$ cat config.mk
export PLATFORM = sky130hd
export DESIGN_NAME = det_101_event_counter
export DESIGN_NICKNAME = d
export VERILOG_FILES = /design/src/rtl/det_pkg.sv /design/src/rtl/det_result_slot.sv /design/src/rtl/det_101_event_counter.sv
export SDC_FILE = /design/constraint.sdc
export NUM_CORES = 1
export LEC_CHECK = 0
export ABC_AREA = 0
export BUFFER_PORTS_ARGS = -buffer_cell sky130_fd_sc_hd__buf_2
export CORE_ASPECT_RATIO = 0.8
export CORE_MARGIN = 2
export CORE_UTILIZATION = 50
export DETAILED_ROUTE_END_ITERATION = 7
export PLACE_DENSITY = 0.84
export SYNTH_ARGS = -nofsm -noshare
export SYNTH_HDL_FRONTEND = slang
export SYNTH_SLANG_ARGS = --single-unit
$ cat constraint.sdc
create_clock -name i_clk -period 2.2 [get_ports i_clk]
set_input_delay 0.22 -clock i_clk [delete_from_list [all_inputs] [get_ports i_clk]]
set_output_delay 0.22 -clock i_clk [all_outputs]
set_load 0.005 [all_outputs]
$ cat src/rtl/det_pkg.sv
// Shared state encoding for the 101 detector family and the windowed event counter.
package det_pkg;

  localparam int unsigned STATE_W = 2;

  typedef enum logic [STATE_W-1:0] {
    ST_IDLE = 2'd0,
    ST_RUN  = 2'd1
  } state_t;

  // Window-counter width; a 1-bit minimum keeps degenerate sizes legal.
  function automatic int unsigned win_bits(input int unsigned window);
    return (window > 1) ? $clog2(window) : 1;
  endfunction

endpackage

$ cat src/rtl/det_result_slot.sv
// One-entry valid/ready result register: loads when empty or draining, flags lost results.
module det_result_slot #(
  parameter int unsigned CNT_W = 8
) (
  input  logic             clk,
  input  logic             rst_n,
  input  logic             load,
  input  logic [CNT_W-1:0] load_count,
  input  logic             load_sat,
  input  logic             rdy,
  output logic             vld,
  output logic [CNT_W-1:0] count,
  output logic             sat,
  output logic             drop
);

  logic take_c;
  logic accept_c;

  assign take_c   = vld & rdy;
  assign accept_c = load & (~vld | take_c);

  always_ff @(posedge clk) begin
    if (!rst_n) begin
      vld   <= 1'b0;
      count <= '0;
      sat   <= 1'b0;
      drop  <= 1'b0;
    end else begin
      if (accept_c) begin
        vld   <= 1'b1;
        count <= load_count;
        sat   <= load_sat;
      end else if (take_c) begin
        vld <= 1'b0;
      end
      // Sticky until reset: a completed window found the slot full.
      if (load && !accept_c) begin
        drop <= 1'b1;
      end
    end
  end

endmodule

$ cat src/rtl/det_101_event_counter.sv
// Counts 101-detector match pulses over fixed windows and hands each window's total
// to a one-entry valid/ready result slot.
module det_101_event_counter
  import det_pkg::*;
#(
  parameter int unsigned WINDOW = 16,
  parameter int unsigned CNT_W  = 8
) (
  input  logic             i_clk,
  input  logic             i_rst,
  input  logic             i_det,
  input  logic             i_en,
  input  logic             i_rdy,
  output logic             o_vld,
  output logic [CNT_W-1:0] o_count,
  output logic             o_sat,
  output logic             o_drop,
  output logic [1:0]       o_state
);

  localparam int unsigned      WIN_W    = win_bits(WINDOW);
  localparam logic [WIN_W-1:0] WIN_LAST = WIN_W'(WINDOW - 1);
  localparam logic [CNT_W-1:0] CNT_MAX  = '1;

  state_t           state;
  state_t           state_nxt;
  logic [WIN_W-1:0] win;
  logic [WIN_W-1:0] win_nxt;
  logic [CNT_W-1:0] acc;
  logic [CNT_W-1:0] acc_nxt;
  logic [CNT_W-1:0] acc_inc;
  logic             sat;
  logic             sat_nxt;
  logic             sat_inc;
  logic             offer_c;
  logic [CNT_W-1:0] offer_count_c;
  logic             offer_sat_c;

  always_ff @(posedge i_clk) begin
    if (!i_rst) begin
      state <= ST_IDLE;
      win   <= '0;
      acc   <= '0;
      sat   <= 1'b0;
    end else begin
      state <= state_nxt;
      win   <= win_nxt;
      acc   <= acc_nxt;
      sat   <= sat_nxt;
    end
  end

  // Saturating accumulate; the flag marks a pulse that could not be counted.
  always_comb begin
    acc_inc = acc;
    sat_inc = sat;
    if (i_det) begin
      if (acc == CNT_MAX) begin
        sat_inc = 1'b1;
      end else begin
        acc_inc = acc + CNT_W'(1);
      end
    end
  end

  always_comb begin
    state_nxt     = state;
    win_nxt       = win;
    acc_nxt       = acc;
    sat_nxt       = sat;
    offer_c       = 1'b0;
    offer_count_c = '0;
    offer_sat_c   = 1'b0;
    case (state)
      ST_IDLE: begin
        win_nxt = '0;
        acc_nxt = '0;
        sat_nxt = 1'b0;
        if (i_en) begin
          state_nxt = ST_RUN;
        end
      end
      ST_RUN: begin
        if (!i_en) begin
          // Abandon the partial window; the result slot keeps any pending value.
          state_nxt = ST_IDLE;
          win_nxt   = '0;
          acc_nxt   = '0;
          sat_nxt   = 1'b0;
        end else if (win == WIN_LAST) begin
          offer_c       = 1'b1;
          offer_count_c = acc_inc;
          offer_sat_c   = sat_inc;
          win_nxt       = '0;
          acc_nxt       = '0;
          sat_nxt       = 1'b0;
        end else begin
          win_nxt = win + WIN_W'(1);
          acc_nxt = acc_inc;
          sat_nxt = sat_inc;
        end
      end
      default: begin
        state_nxt = ST_IDLE;
        win_nxt   = '0;
        acc_nxt   = '0;
        sat_nxt   = 1'b0;
      end
    endcase
  end

  det_result_slot #(
    .CNT_W (CNT_W)
  ) u_slot (
    .clk        (i_clk),
    .rst_n      (i_rst),
    .load       (offer_c),
    .load_count (offer_count_c),
    .load_sat   (offer_sat_c),
    .rdy        (i_rdy),
    .vld        (o_vld),
    .count      (o_count),
    .sat        (o_sat),
    .drop       (o_drop)
  );

  assign o_state = state;

endmodule

; ---- Word-level counts from Yosys, hierarchy flattened
; Cells that the tools add are included.
[totals]
reg_bits = 26
[classes]
bitwise = 7
n_eq_ne = 5
addsub = 2
muxes = 18
reduce_logical = 6
[ops]
columns = op, count
row1 = 8-bit 2-to-1 mux, 5
row2 = 1-bit 2-to-1 mux, 10
row3 = "8-bit by 1-bit adder with 8-bit output, second input constant", 1
row4 = "8-bit equality test, second input constant", 1
row5 = "4-bit by 1-bit adder with 4-bit output, second input constant", 1
row6 = "4-bit equality test, second input constant", 1
row7 = 2-bit 2-to-1 mux, 2
row8 = "2-bit != test, second input constant", 2
row9 = 1-bit inverter, 4
row10 = 2-bit one-hot mux with 2 select lines, 1
row11 = 4-bit OR reduction, 1
row12 = 1-bit bitwise AND, 2
row13 = "2-bit by 1-bit equality test with 1-bit output, second input constant", 1
row14 = 2-bit logical NOT, 1
row15 = 2-bit AND reduction, 1
row16 = 2-bit nonzero test, 1
row17 = 1-bit logical AND, 1
row18 = 1-bit logical NOT, 1
row19 = 1-bit OR, 1

; ---- Longest topological paths before layout
[logic_depth]
ltp_word = 7
depth_mapped = 6

; ---- By module
; A second synthesis with hierarchy kept.
[unflattened]
cells_unflattened = 133
area_unflattened_um2 = 1218.7
[modules_own_cells]
columns = mod, cells_each, area_each_um2, instances
row1 = det_101_event_counter, 87, 779.5, 1
row2 = det_result_slot, 46, 439.2, 1

; ---- Worst setup path after synthesis
; No wires, ideal clock.
[synth_timing]
path_kind = register to register
from = register acc[0]
to = register u_slot.count[1]
path_stages_with_launch = 6
slack_ps = 895
setup_ps = 123
synth_period_minus_slack_ps = 1305
t_arrival_ps = 1182
path_cell_list = dfxtp_1 > ha_1 > nand2_1 > o31ai_4 > mux2i_1 > a21oi_2
[synth_between]
elab_chain_cells = 6
word_cells_on_any_way = 7
cone_classes = 1 x add/sub / 1 x eq/ne / 5 x mux
[synth_rtl]
columns = element, line
row1 = from (decl), det_101_event_counter.sv:29  ; logic [CNT_W-1:0] acc;
row2 = from (signal assigned), det_101_event_counter.sv:48  ; acc <= acc_nxt;
row3 = 8-bit by 1-bit adder with 8-bit output / 8-bit equality test (equally long branches), "det_101_event_counter.sv:61, det_101_event_counter.sv:58"
row4 = 8-bit 2-to-1 mux (*), det_101_event_counter.sv:58  ; if (acc == CNT_MAX) begin
row5 = 8-bit 2-to-1 mux (*), det_101_event_counter.sv:57  ; if (i_det) begin
row6 = 8-bit 2-to-1 mux (*), det_101_event_counter.sv:90  ; end else if (win == WIN_LAST) begin
row7 = 8-bit 2-to-1 mux (*), det_101_event_counter.sv:84  ; if (!i_en) begin
row8 = 8-bit 2-to-1 mux (*), det_101_event_counter.sv:74  ; case (state)
row9 = to (signal assigned), det_result_slot.sv:32  ; count <= load_count;
row10 = to (decl), det_result_slot.sv:12  ; output logic [CNT_W-1:0] count,
; Every way passes the cells marked *; elsewhere a longest branch is shown, timed or not.
; A chain may end at the register's enable or synchronous reset.

; ---- Worst setup path after layout
[layout_timing]
from = register win[0]
to = register u_slot.count[5]
[layout_between]
elab_chain_cells = 5
word_cells_on_any_way = 8
cone_classes = 1 x eq/ne / 6 x mux / 1 x bitwise
[layout_rtl]
columns = element, line
row1 = from (decl), det_101_event_counter.sv:27  ; logic [WIN_W-1:0] win;
row2 = from (signal assigned), det_101_event_counter.sv:47  ; win <= win_nxt;
row3 = 4-bit equality test (*), det_101_event_counter.sv:90
row4 = 1-bit 2-to-1 mux, det_101_event_counter.sv:90
row5 = 1-bit 2-to-1 mux, det_101_event_counter.sv:84
row6 = 1-bit 2-to-1 mux, det_101_event_counter.sv:74
row7 = 1-bit bitwise AND, det_result_slot.sv:21  ; assign accept_c = load & (~vld | take_c);
; Marks and branches as above.

==> metrics.md <==
| Metric | Value |
|---|---|
| Via/cell ratio | 5.31 |
| Cell Pwr Density | 648 mW/mm^2 |
| Worst-Skew Late Latency | 310 ps |
| Largest net degree at the start of global routing | 16 |
| CTS tree | done |
| Tot Pwr | 733 uW |
| Routed WL | 1800 um |
| Crit path max fanout | 13 |
| Longest Clk Path Bufs | 2 |
| CP Data Arrival Time | 1960 ps |
| Worst Clk Skew | 5.73 ps |
| CTS Hold Bufs | 0 |
| Sink of the worst hold path | u_slot.vld$_SDFFE_PN0P_ |
| GRT Util Overall | 17.2% |
| Final Hold Fails | 0 |
| Post-CTS setup buffers | 0 |
| Max-Cap Viols | 0 |
| Vias in the first global route | 715 |
| Initial antenna violation count | 0 |
| Critical R2R Capture | u_slot.count[5]$_SDFFE_PN0P_ |
| Die X | 54.6 um |
| Cell area after synthesis | 0.00102 sq mm |
| Placed insts | 145 |
| RePlAce Congestion | 0.650 |
| RSZ-0062 raised after global routing | no |
| # IOs | 18 |
| Syn avg cell area | 9.39 sq um |
| Vias | 791 |
| Sink Count | 25 |
| Final min period | 1720 ps |
| Post-DP Area | 0.00110 sq mm |
| Status | completed |
| Yosys warns | 0 |
| Seq/Total Area, Yosys | 48.9% |
| Fmax | 0.581 GHz |
| # rows | 14 |
| DRC Markers | 0 |
| Final setup violation count | 0 |
| Min-delay src | i_rst |
| Critical path required time | 2440 ps |
| Worst setup EP type | flop |
| Die span in y | 44.5 um |
| Num CTS Buffers | 3 |
| Syn-to-layout area delta | 10.5% |
| Flops & latches, synth | 25 |
| Wirelength per Cell | 12.1 um |
| Diode count | 0 |
| Fillers | 176 |
| Leakage | 0.484 nW |
| IO Port Bufs | 16 |
| Final Core Density | 59.2% |
| Die ar. | 0.00243 sq mm |
| Final instance area | 0.00113 sq mm |
| Critical setup path kind | flop to flop |
| Layout cells sized above 1 | 19.2% |
| Max VDD drop | 0.414 mV |
| Post-synth net total | 117 |
| Final non-filler cell total | 149 |
| CTS clk-pin slew, worst paths | 130 ps |
| Antenna Nets Post-Route | 0 |
| PostCTS Resize Cnt | 0 |
| Clock H-tree levels | 1 |
| Syn Inst Count | 109 |
| GR Overflow Total | 0 |
| Hold WC Path Type | input pin to flop |
| CP startpoint kind | flop |
| Core area | 0.00191 sq mm |
| Crit path from | win[0]$_SDFF_PP0_ |
| Fin crit share | 78.3% |
| Final setup TNS | 0 ps |
| Library cells used by synthesis | 29 |
| FF-to-FF Start | win[0]$_SDFF_PP0_ |
| Initial Utilization | 53.6% |
| Root Buffer | clkbuf_4 |
| Nets | 134 |
| Fin. max-slew vios | 0 |
| First-pass GRT wire length | 3020 um |
| 1st-iter DRT viols | 10 |
| Reg-to-reg slack, setup | 480 ps |
| Placed wire-length estimate | 1390 um |
| Min-Delay Path Depth | 2 |
| Worst reg-to-reg path cell count | 5 |
| TritonRoute pass-1 iters | 4 |
-- kinds of logic (layout without fill, tap and decap cells) --
kind of cell             count (synthesis)  in the layout  share of synthesized area, %
AND/OR/NAND/NOR                         45             45                          21.4
multiplexers                             5              5                          4.89
XOR/XNOR                                 4              4                          3.42
adder cells (fa/ha/maj)                  3              3                          3.67
AO/OA/AOI/OAI                           21             21                          14.2
other                                    1              1                         0.366
flip-flops                              25             25                          48.9
buffers and inverters                    5             21                          3.18
-- final cells by class --
class                           count  area (sq um)  share of cell area, %
Sequential cell                    25           500                   44.2
Multi-Input combinational cell     79           490                   43.4
Timing Repair Buffer               16          80.1                   7.08
Tap cell                           24          30.0                   2.65
Clock buffer                        4          26.3                   2.32
Inverter                            1          3.75                  0.332
-- sequential cells by signal, indices dropped and copies added, names as in the netlist --
signal and flops:
acc 8, u_slot.sat 1, u_slot.vld 1, win 4, u_slot.count 8, o_state 1
u_slot.drop 1, sat 1
-- synth_stat cells, drive strengths merged --
master / number / share of area [%]
or2b: 1 / 0.73
nor2: 13 / 4.8
nor2b: 2 / 1.2
o22ai: 6 / 3.7
nand3: 5 / 2.9
xor2: 4 / 3.4
o211ai: 1 / 0.73
inv: 1 / 0.37
ha: 3 / 3.7
and2: 2 / 1.2
and4: 1 / 0.86
buf: 4 / 2.8
o31ai: 1 / 2.1
a21o: 1 / 0.73
dfxtp: 25 / 49
o21ai: 6 / 2.9
a21oi: 4 / 2.3
and3: 2 / 1.2
o21a: 1 / 0.73
nor3: 1 / 1.6
mux2i: 5 / 4.9
nand2: 17 / 6.2
nand4: 1 / 0.61
o21ba: 1 / 0.98
conb: 1 / 0.37
-- worst max-delay path by stage --
stage	endpoint	cells past startpoint
floorplan	u_slot.count[1]$_SDFFE_PN0P_	5
CTS	u_slot.count[5]$_SDFFE_PN0P_	5
global route	u_slot.count[7]$_SDFFE_PN0P_	5
finish	u_slot.count[5]$_SDFFE_PN0P_	5
detailed placement	u_slot.count[7]$_SDFFE_PN0P_	5
global placement	u_slot.count[5]$_SDFFE_PN0P_	5
-- metrics by stage --
stage | hold slack, ps | setup WS [ps]
final | 247 | 478
after global routing | 237 | 292
after CTS | 246 | 477
after floorplan | 373 | 895
after global placement | 430 | 642
after detailed placement | 446 | 512
-- metal layers --
| layer | vias to the layer above | track usage, % | routed length (um) | share of wire, % |
|---|---|---|---|---|
| li1 | 410 | - | - | - |
| met1 | 366 | 22.6 | 855 | 48 |
| met2 | 13 | 27.6 | 871 | 48 |
| met3 | 2 | 4.05 | 64 | 3.6 |
| met4 | 0 | 6.00 | 8 | 0.44 |
| met5 | - | 0 | 0 | 0 |
-- worst max-delay path: stages (launching register included) --
cell and delay [ps]:
dfxtp_1 380, ha_1 200, nand3_1 170, nor3_4 470, nand2_1 230, o22ai_1 200
-- power by group --
part	total, mW	internal, mW	switching, mW
Sequential	0.476	0.465	0.0117
Combinational	0.0618	0.0276	0.0341
Clock	0.195	0.0707	0.124
Total	0.733	0.563	0.170
-- layout by cell type, fill, tap and decap left out --
| cell type | netlist | layout |
|---|---|---|
| a21o_1 | 1 | 1 |
| a21oi_1 | 3 | 3 |
| a21oi_2 | 1 | 1 |
| and2_1 | 2 | 2 |
| and3_1 | 2 | 2 |
| and4_1 | 1 | 1 |
| buf_2 | 2 | 16 |
| clkbuf_1 | 0 | 1 |
| clkbuf_4 | 0 | 3 |
| conb_1 | 1 | 1 |
| dfxtp_1 | 25 | 25 |
| ha_1 | 3 | 3 |
| inv_1 | 1 | 1 |
| mux2i_1 | 5 | 5 |
| nand2_1 | 17 | 17 |
| nand3_1 | 4 | 4 |
| nand3_2 | 1 | 1 |
| nand4_1 | 1 | 1 |
| nor2_1 | 13 | 13 |
| nor2b_1 | 2 | 2 |
| nor3_4 | 1 | 1 |
| o211ai_1 | 1 | 1 |
| o21a_1 | 1 | 1 |
| o21ai_0 | 6 | 6 |
| o21ba_2 | 1 | 1 |
| o22ai_1 | 6 | 6 |
| o31ai_4 | 1 | 1 |
| or2b_1 | 1 | 1 |
| xor2_1 | 4 | 4 |
Power figures use the tool's default switching activity.
